## src/rtl/instr_encoder_loader.sv

```systemverilog
// Encodes decoded RV32I instruction fields into 32-bit words and writes them
// sequentially into instruction memory, one word per two cycles.
module instr_encoder_loader #(
    parameter int unsigned ADDR_WIDTH = 12,
    parameter int unsigned BASE_ADDR  = 0
) (
    input  logic                  clk_i,
    input  logic                  rst_n_i,
    input  logic                  start_i,
    input  logic                  valid_i,
    output logic                  ready_o,
    input  logic [2:0]            kind_i,
    input  logic [2:0]            funct3_i,
    input  logic [6:0]            funct7_i,
    input  logic [4:0]            rd_i,
    input  logic [4:0]            rs1_i,
    input  logic [4:0]            rs2_i,
    input  logic [31:0]           imm_i,
    input  logic                  last_i,
    output logic                  mem_we_o,
    output logic [ADDR_WIDTH-1:0] mem_addr_o,
    output logic [31:0]           mem_wdata_o,
    output logic                  busy_o,
    output logic                  done_o,
    output logic                  error_o,
    output logic [ADDR_WIDTH-2:0] count_o
);

    localparam int unsigned AW = ADDR_WIDTH;
    localparam int unsigned CW = ADDR_WIDTH - 1;
    localparam logic [AW-1:0] BASE = AW'(BASE_ADDR);

    localparam logic [2:0] K_LOAD   = 3'd0;
    localparam logic [2:0] K_STORE  = 3'd1;
    localparam logic [2:0] K_REG    = 3'd2;
    localparam logic [2:0] K_BRANCH = 3'd3;
    localparam logic [2:0] K_IMM    = 3'd4;
    localparam logic [2:0] K_JAL    = 3'd5;
    localparam logic [2:0] K_LUI    = 3'd6;
    localparam logic [2:0] K_ILLEGAL = 3'd7;

    typedef enum logic [2:0] {
        S_IDLE,
        S_ACCEPT,
        S_WRITE,
        S_DONE,
        S_ERROR
    } state_e;

    state_e          state_q, state_d;
    logic [AW-1:0]   addr_q, addr_d;
    logic [AW-1:0]   waddr_q, waddr_d;
    logic [CW-1:0]   count_q, count_d;
    logic [31:0]     word_q, word_d;
    logic            last_q, last_d;
    logic            error_q, error_d;
    logic [31:0]     enc_c;
    logic            start_ok_c;

    // Instruction word assembly from the incoming fields
    always_comb begin
        enc_c = '0;
        case (kind_i)
            K_LOAD:   enc_c = {imm_i[11:0], rs1_i, funct3_i, rd_i, 7'b0000011};
            K_STORE:  enc_c = {imm_i[11:5], rs2_i, rs1_i, funct3_i, imm_i[4:0], 7'b0100011};
            K_REG:    enc_c = {funct7_i, rs2_i, rs1_i, funct3_i, rd_i, 7'b0110011};
            K_BRANCH: enc_c = {imm_i[12], imm_i[10:5], rs2_i, rs1_i, funct3_i,
                               imm_i[4:1], imm_i[11], 7'b1100011};
            K_IMM: begin
                enc_c = {imm_i[11:0], rs1_i, funct3_i, rd_i, 7'b0010011};
                // shifts carry funct7 in the upper immediate bits
                if (funct3_i == 3'b001 || funct3_i == 3'b101) begin
                    enc_c[31:20] = {funct7_i, imm_i[4:0]};
                end
            end
            K_JAL:    enc_c = {imm_i[20], imm_i[10:1], imm_i[11], imm_i[19:12],
                               rd_i, 7'b1101111};
            K_LUI:    enc_c = {imm_i[31:12], rd_i, 7'b0110111};
            default:  enc_c = '0;
        endcase
    end

    assign start_ok_c = start_i &&
        (state_q == S_IDLE || state_q == S_DONE || state_q == S_ERROR);

    // Next-state and datapath updates
    always_comb begin
        state_d = state_q;
        addr_d  = addr_q;
        waddr_d = waddr_q;
        count_d = count_q;
        word_d  = word_q;
        last_d  = last_q;
        error_d = error_q;

        case (state_q)
            S_IDLE: state_d = S_IDLE;
            S_ACCEPT: begin
                if (valid_i) begin
                    if (kind_i == K_ILLEGAL) begin
                        state_d = S_ERROR;
                        error_d = 1'b1;
                    end else begin
                        state_d = S_WRITE;
                        word_d  = enc_c;
                        last_d  = last_i;
                        waddr_d = addr_q;
                    end
                end
            end
            S_WRITE: begin
                addr_d  = addr_q + AW'(4);
                count_d = count_q + CW'(1);
                if (last_q) begin
                    state_d = S_DONE;
                end else if (addr_d == '0) begin
                    state_d = S_ERROR;
                    error_d = 1'b1;
                end else begin
                    state_d = S_ACCEPT;
                end
            end
            S_DONE:  state_d = S_IDLE;
            S_ERROR: state_d = S_ERROR;
            default: state_d = S_IDLE;
        endcase

        if (start_ok_c) begin
            state_d = S_ACCEPT;
            addr_d  = BASE;
            count_d = '0;
            error_d = 1'b0;
        end
    end

    always_ff @(posedge clk_i or negedge rst_n_i) begin
        if (!rst_n_i) begin
            state_q <= S_IDLE;
            addr_q  <= BASE;
            waddr_q <= '0;
            count_q <= '0;
            word_q  <= '0;
            last_q  <= 1'b0;
            error_q <= 1'b0;
        end else begin
            state_q <= state_d;
            addr_q  <= addr_d;
            waddr_q <= waddr_d;
            count_q <= count_d;
            word_q  <= word_d;
            last_q  <= last_d;
            error_q <= error_d;
        end
    end

    assign ready_o     = (state_q == S_ACCEPT);
    assign mem_we_o    = (state_q == S_WRITE);
    assign busy_o      = (state_q == S_ACCEPT) || (state_q == S_WRITE);
    assign done_o      = (state_q == S_DONE);
    assign error_o     = error_q;
    assign count_o     = count_q;
    assign mem_addr_o  = waddr_q;
    assign mem_wdata_o = word_q;

endmodule

```

## config.mk

```make
export PLATFORM = sky130hd
export DESIGN_NAME = instr_encoder_loader
export DESIGN_NICKNAME = d
export VERILOG_FILES = /design/src/rtl/instr_encoder_loader.sv
export SDC_FILE = /design/constraint.sdc
export NUM_CORES = 1
export LEC_CHECK = 0
export BUFFER_PORTS_ARGS = -buffer_cell sky130_fd_sc_hd__buf_2
export CAP_MARGIN = 40
export CORE_MARGIN = 8
export CORE_UTILIZATION = 50
export DETAILED_ROUTE_END_ITERATION = 6
export PLACE_DENSITY = 0.81
export SYNTH_ARGS = -nofsm -noshare
export SYNTH_HDL_FRONTEND = slang
export SYNTH_SLANG_ARGS = --single-unit
```

## constraint.sdc

```tcl
create_clock -name clk_i -period 2 [get_ports clk_i]
set_clock_uncertainty 0.1 [all_clocks]
set_input_delay 0.2 -clock clk_i [delete_from_list [all_inputs] [get_ports clk_i]]
set_output_delay 0.2 -clock clk_i [all_outputs]
set_load 0.005 [all_outputs]
```

Word-level counts from Yosys, hierarchy flattened --
Cells that the tools add are included.
Storage, ports and cells: flip-flop bits (word level) 72, input port bits 65, logic and storage cells 57
Cells by class: $add $sub $neg 2, equal/unequal tests 17, muxes and demuxes 18, bitwise gates (word level) 1, reductions and logical operators 12
Operators by type and width (count):
- case mux 32 bit (7 select lines) | 1
- two-way mux 12 bit | 3
- two-way mux 11 bit | 2
- == test 3 bit (second input constant) | 6
- two-way mux 3 bit | 5
- adder 12 x 3 -> 12 bit (second input constant) | 1
- == test 3 x 2 -> 1 bit (second input constant) | 4
- logical NOT 12 bit | 1
- adder 11 x 1 -> 11 bit (second input constant) | 1
- == test 3 x 1 -> 1 bit (second input constant) | 3
- case mux 3 bit (3 select lines) | 1
- logical NOT 3 bit | 2
- != test 3 x 1 -> 1 bit (second input constant) | 2
- != test 3 x 2 -> 1 bit (second input constant) | 2
- two-way mux 1 bit | 5
- AND reduction 5 bit | 1
- logical OR 1 bit | 4
- AND reduction 3 bit | 1
- nonzero test 3 bit | 1
- case mux 1 bit (2 select lines) | 1
- nonzero test 2 bit | 1
- logical AND 1 bit | 1
- NOT 1 bit | 1

Depth between registers and ports, before layout --
depth after elaboration 6, depth in mapped cells 7, gate-level depth less buffers 6

Worst setup path before layout --
No wires, ideal clock.
path type reg-to-reg, start point register addr_q[3], end point register state_q[0], arrival 1593 ps, setup slack 183 ps, cell stages (with the launch flop) 7, path through dfrtp_1 -> ha_1 -> nand4_1 -> o21ai_0 -> and3b_1 -> o2111ai_1 -> a211o_1
On the way: cells in the longest elaborated chain, start to end 6
Ends and longest elaborated chain:
- from (decl) | line 51 | logic [AW-1:0] addr_q, addr_d;
- from (signal assigned) | line 147 | addr_q <= addr_d;
- adder 12 x 3 -> 12 bit | line 112 | addr_d = addr_q + AW'(4);
- logical NOT 12 bit | line 116 | end else if (addr_d == '0) begin
- two-way mux 3 bit | line 116
- two-way mux 3 bit | line 114 | if (last_q) begin
- case mux 3 bit (3 select lines) | line 96 | case (state_q)
- two-way mux 3 bit | line 128 | if (start_ok_c) begin
- to (signal assigned) | line 146 | state_q <= state_d;
- to (decl) | line 50 | state_e state_q, state_d;
Every way passes these cells. A chain may end at the register's enable or synchronous reset.

Worst setup path in the final report --
start point register state_q[0], end point output port busy_o
On the way: cells in the longest elaborated chain, start to end 2, elaborated cells between the ends (all ways) 3, those cells by class eq/ne: 2; reduce/logical: 1
Ends and longest elaborated chain:
- == test 3 x 1 -> 1 bit or == test 3 x 2 -> 1 bit (tied branches) | line 158 | assign busy_o = (state_q == S_ACCEPT) || (state_q == S_WRITE);
- logical OR 1 bit * | line 158
- to (decl) | line 23 | output logic busy_o,
Mark *: on every way between the ends. The rest lies on a longest branch, timed or not.

==> results_dict.tcl <==
set metrics [dict create \
    end_kind "primary output" \
    m1WireLength_um 3970 \
    holdPathStages 3 \
    ys_ff_latch 67 \
    wl_met2_um 4700 \
    die-area_um2 9740 \
    worstPathCellList "or3b_4 -> buf_4 -> nand2_1 -> buf_2" \
    start_util_pct 50.9 \
    drtIter0Drc 152 \
    num-nets-final 576 \
    cts-buffers-inserted 9 \
    grt_start_max_net_pins 36 \
    layout_commonest_cell "buf_2" \
    cts-root-buf "clkbuf_8" \
    hold_violations 0 \
    power.density_nw_per_um2 1030 \
    synth_area_um2 3420 \
    clkSinkCount 67 \
    path_buf_inv 2 \
    critPathMaxFanout 17 \
    ios 125 \
    timing.rr.end "state_q[0]" \
    htree_num_levels 3 \
    maxCapViolations 0 \
    gp_congestion 0.884 \
    multi_input_area_um2 1600 \
    crit_required_ns 1.70 \
    leakage_nw 2.34 \
    worstRegToRegCells 6 \
    num_vias 3241 \
    synthCells 363 \
    fillers 531 \
    worst_pin_slew_ns 0.644 \
    overflow 0 \
    crit_family "simple AND/OR/NAND/NOR gates" \
    wl_met3_um 662 \
    finalSetupTns_ns 0 \
    grt_pass1_vias 3247 \
    synth_edf_count 0 \
    synth_seq_area_share_pct 49.0 \
    total_power_mw 4.67 \
    num_antenna_cells 0 \
    ys_types 49 \
    cts_tree "yes" \
    die_h_um 98.7 \
    status "completed" \
    cp-start-kind "register" \
    ir_worst_vdd_uv 617 \
    wl_um 9590 \
    fmax_ghz 0.517 \
    min_from "rd_i[1]" \
    r2r_slack_ns 0.20 \
    synth_ff_type "dfrtp_1" \
    die_w_um 98.7 \
    path_depth 4 \
    crit_type "reg2out" \
    period_minus_slack_ns 1.93 \
    clk_latency_ns 0.34 \
    grt.total_usage_pct 20.1 \
    rows 30 \
    drc 0 \
    clockBufferDepth 2 \
    avgSynthCellArea_um2 9.42 \
    relSlewSlack_pct 57.1 \
    post-route-period-util_pct 96.7 \
    cpPeakStageDelay_ns 0.45 \
    dr.pass1.iters 4 \
    crit_arrival_ns 1.63 \
    slew_viol_final 0 \
    ant_nets 0 \
    top_layer "met4" \
    regToRegStartpoint "addr_q[3]" \
    rsz0062_at_grt "false" \
    core_area_um2 6720 \
    routedWlPerCell_um 16.2 \
    post-dp-hpwl_um 6790 \
    regArea_um2 1680 \
    crit_slowest_cell "or3b_4" \
    post_cts_buffers 0 \
    setup_viol 0 \
    hold_slack_ns 0.0543 \
    grt_antenna_before_repair 0 \
    grt_pass1_wl_um 15800 \
    clk_pin_slew_worst_paths_ns 0.07 \
    synth_warnings 0 \
    final_cell_mix "buf_2, dfrtp_1, nand2_1" \
    syn_to_final_growth_pct 32.2 \
    hp-class "in2reg" \
    via_per_inst 5.47 \
    drive_above_1_share_pct 33.6 \
    port_buffers 122 \
    min_to "mem_wdata_o[8]" \
    async_reset_ff_share_pct 100 \
]
[area by class of cell]
class | count | area share (%)
Clock buffer | 13 | 3.74
Inverter | 10 | 0.941
Sequential cell | 67 | 37.1
Clock inverter | 2 | 0.221
Timing Repair Buffer | 155 | 20.5
Multi-Input combinational cell | 265 | 35.3
Tap cell | 80 | 2.21
[layer usage]
layer | vias up | track usage (%)
met5 | - | 0
met1 | 1546 | 22.8
met4 | 0 | 9.56
met3 | 17 | 6.41
met2 | 106 | 33.5
li1 | 1572 | -
[cells by family (layout without fill, tap and decap cells)]
kind of cell | Yosys count | in the layout | share of synthesized area [%]
AOI/OAI and AO/OA | 101 | 101 | 18.2
xor gates and xnor gates | 12 | 12 | 3.07
other | 1 | 2 | 0.110
DFF | 67 | 67 | 49.0
and+or+nand+nor | 129 | 129 | 18.0
muxes | 18 | 18 | 5.93
adders and majority gates | 3 | 3 | 1.10
buffers and inverters | 32 | 180 | 4.50
[state kept, by name, indices dropped and copies added (netlist names)]
register	cells
addr_q	10
mem_wdata_o	31
state_q	3
mem_addr_o	10
error_o	1
count_o	11
last_q	1
[worst reg2reg max path, delay by kind of cell (launching register included)]
family / cells / cell delay [ns]
AND/OR/NAND/NOR: 2 / 0.32
AO/OA/AOI/OAI: 3 / 0.67
adder cells (fa/ha/maj): 1 / 0.24
flip-flops: 1 / 0.36
[report_power, final]
group          internal, mW  switching [mW]  total, mW
Sequential             1.73           0.228       1.95
Combinational         0.785           0.908       1.69
Clock                 0.541           0.480       1.02
[how the worst max path moves through the flow]
stage | start | end
floorplan | addr_q[3] | state_q[0]
global placement | addr_q[2] | state_q[0]
detailed placement | addr_q[3] | state_q[0]
CTS | state_q[0] | busy_o
global route | state_q[0] | busy_o
finish | state_q[0] | busy_o
[metrics by stage]
step	utilization, %	worst slack [ns]	area, µm²	cells
finish	67.3	0.0666	4520	592
global route	67.3	0.0123	4520	592
CTS	67.2	0.0267	4520	592
detailed placement	62.0	0.175	4170	560
global placement	62.0	0.231	4170	560
floorplan	-	0.183	3420	364
[timing repair]
item	in CTS	in global routing
gates resized for setup	0	2
hold endpoints to repair	32	0
setup endpoints to repair	0	2
hold buffers	17	0
[Yosys cell counts (9+ instances only)]
library cell | instances | area (µm²)
nor2_1 | 29 | 109
nand3_1 | 9 | 45.0
nor2b_1 | 10 | 62.6
clkbuf_1 | 9 | 33.8
mux2_2 | 15 | 169
xor2_1 | 10 | 87.6
inv_1 | 9 | 33.8
a22oi_1 | 19 | 143
o21ai_0 | 43 | 215
a21oi_1 | 14 | 70.1
dfrtp_1 | 67 | 1680
nand2_1 | 51 | 191
(Power assumes the default switching activity.)
